===== config.mk =====
export PLATFORM = sky130hd
export DESIGN_NAME = spi_mem
export DESIGN_NICKNAME = d
export VERILOG_FILES = /design/src/rtl/spi_mem.sv
export SDC_FILE = /design/constraint.sdc
export NUM_CORES = 2
export LEC_CHECK = 0
export CAP_MARGIN = 20
export CORE_MARGIN = 5
export CORE_UTILIZATION = 30
export DETAILED_ROUTE_END_ITERATION = 10
export PLACE_DENSITY = 0.55
export SLEW_MARGIN = 40
export SYNTH_ARGS = -nofsm -noshare
export SYNTH_HDL_FRONTEND = slang
export SYNTH_SLANG_ARGS = --single-unit

===== constraint.sdc =====
create_clock -name clk -period 5.3 [get_ports clk]
set_clock_uncertainty 0.05 [all_clocks]
set_input_delay 1.325 -clock clk [delete_from_list [all_inputs] [get_ports clk]]
set_output_delay 1.325 -clock clk [all_outputs]
set_load 0.01 [all_outputs]

===== src/rtl/spi_mem.sv =====
// spi_mem: 256 x 8 byte memory behind the SPI slave shift interface.
// Consumes 10-bit command words {opcode[1:0], payload[7:0]} from the SPI
// receiver and returns read data to the SPI transmitter with a one-cycle
// tx_valid strobe. Write and read address registers are fully independent.
// The storage array is not reset, so preloaded or written contents survive
// a reset.
module spi_mem #(
   parameter int MEM_DEPTH = 256,
   parameter int ADDR_SIZE = 8
) (
   input  logic                 clk,
   input  logic                 rst_n,
   input  logic [ADDR_SIZE+1:0] din,
   input  logic                 rx_valid,
   output logic [7:0]           dout,
   output logic                 tx_valid
);

   // Command opcodes carried in din[ADDR_SIZE+1:ADDR_SIZE]
   localparam logic [1:0] OP_WR_ADDR = 2'b00;
   localparam logic [1:0] OP_WR_DATA = 2'b01;
   localparam logic [1:0] OP_RD_ADDR = 2'b10;
   localparam logic [1:0] OP_RD_DATA = 2'b11;

   // Byte storage; name kept stable so benches can preload it hierarchically
   logic [7:0] mem [0:MEM_DEPTH-1];

   // Address registers
   logic [ADDR_SIZE-1:0] wr_addr;
   logic [ADDR_SIZE-1:0] rd_addr;

   // Split command word
   logic [1:0]           opcode_s;
   logic [ADDR_SIZE-1:0] payload_s;

   // One-hot command strobes, qualified by rx_valid
   logic ld_wr_addr_s;
   logic wr_data_s;
   logic ld_rd_addr_s;
   logic rd_data_s;

   assign opcode_s  = din[ADDR_SIZE+1:ADDR_SIZE];
   assign payload_s = din[ADDR_SIZE-1:0];

   // Decode the incoming command into individual strobes; nothing fires without rx_valid
   always_comb begin
      ld_wr_addr_s = 1'b0;
      wr_data_s    = 1'b0;
      ld_rd_addr_s = 1'b0;
      rd_data_s    = 1'b0;
      if (rx_valid) begin
         case (opcode_s)
            OP_WR_ADDR: ld_wr_addr_s = 1'b1;
            OP_WR_DATA: wr_data_s    = 1'b1;
            OP_RD_ADDR: ld_rd_addr_s = 1'b1;
            OP_RD_DATA: rd_data_s    = 1'b1;
            default: begin
               ld_wr_addr_s = 1'b0;
               wr_data_s    = 1'b0;
               ld_rd_addr_s = 1'b0;
               rd_data_s    = 1'b0;
            end
         endcase
      end else begin
         ld_wr_addr_s = 1'b0;
         wr_data_s    = 1'b0;
         ld_rd_addr_s = 1'b0;
         rd_data_s    = 1'b0;
      end
   end

   // Write-address register: loaded only by a write-address command, never by reads
   always_ff @(posedge clk or negedge rst_n) begin
      if (!rst_n) begin
         wr_addr <= {ADDR_SIZE{1'b0}};
      end else if (ld_wr_addr_s) begin
         wr_addr <= payload_s;
      end
   end

   // Read-address register: loaded only by a read-address command, never by writes
   always_ff @(posedge clk or negedge rst_n) begin
      if (!rst_n) begin
         rd_addr <= {ADDR_SIZE{1'b0}};
      end else if (ld_rd_addr_s) begin
         rd_addr <= payload_s;
      end
   end

   // Storage write port; deliberately outside the reset so contents persist
   always_ff @(posedge clk) begin
      if (wr_data_s) begin
         mem[wr_addr] <= payload_s[7:0];
      end
   end

   // Read data register: captures mem[rd_addr] on a read-data command, otherwise holds
   always_ff @(posedge clk or negedge rst_n) begin
      if (!rst_n) begin
         dout <= 8'h00;
      end else if (rd_data_s) begin
         dout <= mem[rd_addr];
      end
   end

   // Transmit strobe: high for exactly the cycle after each accepted read-data command
   always_ff @(posedge clk or negedge rst_n) begin
      if (!rst_n) begin
         tx_valid <= 1'b0;
      end else begin
         tx_valid <= rd_data_s;
      end
   end

endmodule


==> results.py <==
metrics = {
    "outcome": {
        "outcome": "complete, no violations",
    },
    "floorplanning": {
        "row_count": 191,
        "start_util_pct": 30.1,
        "fp.coreArea_mm2": 0.271,
        "die_w_um": 531,
        "io_pins": 22,
        "chipHeight_um": 531,
        "die-area_mm2": 0.282,
    },
    "global_routing": {
        "antenna_found_initial": 11,
        "grt_usage_pct": 15.8,
        "overflow": 0,
        "grt_max_degree": 113,
        "grt_pass1_wl_um": 321000,
        "grt_pass1_vias": 41385,
    },
    "logic_synthesis": {
        "async_flop_share_pct": 1.21,
        "synth-seq-area-share_pct": 76.3,
        "syn_nets": 4051,
        "ys.flop_type": "edfxtp_1",
        "synth_area_mm2": 0.0814,
        "synthCells": 4038,
        "synth_area_per_cell_um2": 20.2,
        "synthDistinctLibCells": 66,
        "yosys_warnings": 0,
        "synth_edf_count": 2048,
        "synth_seq_cells": 2073,
    },
    "drt": {
        "drc": 0,
        "first_pass_iters": 5,
        "wl_per_cell_um": 28.6,
        "vias": 41460,
        "drt-total-wl_um": 228000,
        "drtIter0Drc": 4762,
        "vias_per_cell": 5.20,
        "ant_nets": 0,
    },
    "critical_path": {
        "cp_top_family": "compound AO/OA/AOI/OAI gates",
        "critPathLaunchType": "register",
        "crit_path_end": "dout[4]$_DFFE_PN0P_",
        "r2r_cells": 8,
        "r2r-start": "rd_addr[2]$_DFFE_PN0P_",
        "critPathMaxStageDelay_ns": 0.80,
        "startpoint": "rd_addr[2]$_DFFE_PN0P_",
        "critical_path_buf_inv_count": 2,
        "cp_common_cell": "buf_4",
        "r2r_slack_ns": 1.12,
        "critical_path_class": "register to register",
        "end_kind": "register",
        "cp_data_arrival_time_ns": 4.91,
        "slowest_stage": "dfrtp_4",
        "r2r-end": "dout[4]$_DFFE_PN0P_",
        "crit_required_ns": 6.03,
        "crit_fanout": 29,
        "cp.depth": 8,
        "crit_chain": "buf_4 -> nor2b_4 -> buf_4 -> a211oi_1 -> o21ai_0 -> nand4_1 -> a2111oi_0 -> a221o_1",
    },
    "pwr": {
        "power_per_cell_area_mw_per_mm2": 412,
        "vdd_drop_max_mv": 0.327,
        "p_seq_share_pct": 47.7,
        "switching_share_pct": 25.9,
        "pwr-share-clk_pct": 38.4,
        "intPower_uw": 28400,
        "cellLeakagePower_uw": 0.0290,
        "p_total_uw": 38400,
        "p_comb_share_pct": 13.9,
        "p_switching_uw": 9940,
    },
    "worst_hold_path": {
        "hold_class": "primary input to asynchronous set/reset pin",
    },
    "clock_tree": {
        "hold_buffers": 0,
        "numCtsBuffers": 210,
        "clock_latency_ns": 0.85,
        "cts.sinks": 2073,
        "h-tree-depth": 4,
        "cts_tree": "built",
        "cts_root_buf": "clkbuf_16",
        "clock_path_buffers": 3,
        "clk_pin_slew_ns": 0.07,
        "cts_setup_buffers": 0,
        "post_cts_resized": 0,
    },
    "place": {
        "port_buffers": 21,
        "postPlaceCellArea_mm2": 0.0861,
        "place_congestion": 0.829,
        "preCtsSetupSlack_ns": 0.723,
        "place_hpwl_um": 144000,
    },
    "sta": {
        "timing.setup.tns_ns": 0,
        "finalCritPeriodShare_pct": 78.9,
        "post-route-worst-setup-slack_ns": 1.12,
        "setup_viol": 0,
        "drv_slew": 0,
        "finalCriticalPeriod_ns": 4.18,
        "timing_hold_violations_final": 0,
        "slew_headroom_pct": 36.1,
        "tightest_slew_ns": 0.956,
        "rsz0062_at_grt": "false",
        "max_freq_mhz": 239,
    },
    "layout": {
        "drive_above_1_share_pct": 21.3,
        "finalCoreUtilization_pct": 34.4,
        "n_fill_cell": 25265,
        "final_area_mm2": 0.0931,
        "fin_nets": 4229,
        "final_common_cell": "edfxtp_1",
        "final_cell_mix": "edfxtp_1 (2048), mux2i_1 (327), mux4_2 (323)",
        "multiInputGateArea_mm2": 0.0175,
        "areaGrowthSynthToFinish_pct": 14.4,
        "seq_area_mm2": 0.0621,
    },
    "run": {
        "drv_cap": 0,
    },
}
-- state kept, by name, summed over array words and instances (netlist names) --
register,cells
wr_addr,8
dout,8
rd_addr,8
mem,2048
tx_valid,1
-- cell usage after synthesis, types with 36 or more instances --
| cell | number | area, um^2 |
|---|---|---|
| a21oi_1 | 79 | 395 |
| a22oi_1 | 36 | 270 |
| buf_2 | 57 | 285 |
| clkbuf_1 | 87 | 327 |
| edfxtp_1 | 2048 | 61500 |
| mux2i_1 | 327 | 3270 |
| mux4_1 | 41 | 1080 |
| mux4_2 | 323 | 7270 |
| nand2_1 | 154 | 578 |
| nand3_1 | 38 | 190 |
| nor2_1 | 291 | 1090 |
| o21ai_0 | 39 | 195 |
| o221ai_1 | 54 | 473 |
| o22ai_1 | 100 | 626 |
-- worst register-to-register path: cells and delay by family (launching register included) --
family | cells | cell delay (ns)
buffers and inverters | 2 | 1.08
and+or+nand+nor | 2 | 0.80
AOI/OAI and AO/OA | 4 | 1.39
DFF | 1 | 0.80
-- per-stage QoR --
step           cells  hold WS [ns]
6_report        7968         0.403
5_1_grt         7961         0.388
4_1_cts         7959         0.343
3_5_place_dp    7572         0.595
3_3_place_gp    7569         0.579
2_1_floorplan   4038         0.475
-- routing by layer --
| layer | GRT usage [%] | vias up | wire length, um |
|---|---|---|---|
| met5 | 0 | - | 46 |
| met4 | 4.64 | 6 | 6210 |
| met3 | 2.94 | 351 | 17000 |
| met2 | 25.1 | 1728 | 107000 |
| met1 | 22.3 | 22268 | 97100 |
| li1 | - | 17107 | - |
-- power groups by stage --
stage	Sequential, uW	Combinational [uW]	Clock, uW
final	18300	5320	14700
after global routing	18300	5540	15600
after CTS	18300	5340	15000
after detailed placement	18700	5330	0
after global placement	18700	5260	0
after floorplan	18500	3260	0
-- how the worst min path moves through the flow --
stage | endpoint | slack (ns) | start
after floorplan | dout[2]$_DFFE_PN0P_ | 0.47 | dout[2]$_DFFE_PN0P_
after global placement | wr_addr[2]$_DFFE_PN0P_ | 0.58 | wr_addr[2]$_DFFE_PN0P_
after detailed placement | wr_addr[2]$_DFFE_PN0P_ | 0.59 | wr_addr[2]$_DFFE_PN0P_
after CTS | wr_addr[2]$_DFFE_PN0P_ | 0.34 | rst_n
after global routing | wr_addr[2]$_DFFE_PN0P_ | 0.39 | rst_n
final | wr_addr[2]$_DFFE_PN0P_ | 0.40 | rst_n
-- final cells by class --
cell class / count / area share [%]
sequential: 2073 / 66.7
tap: 3570 / 4.80
timing repair buffer: 216 / 2.28
antenna: 7 / 0.0188
multi-input combinational: 1707 / 18.8
clock buffer: 267 / 5.99
clock inverter: 120 / 1.34
inverter: 8 / 0.0349
-- cells by family after synthesis --
group           count (synthesis)  share of synthesized area, %
compound gates                431                          3.73
buf+inv                       258                          2.46
flops                        2073                          76.3
mux                           708                          14.5
simple gates                  568                          2.97
Power figures use the tool's default switching activity.
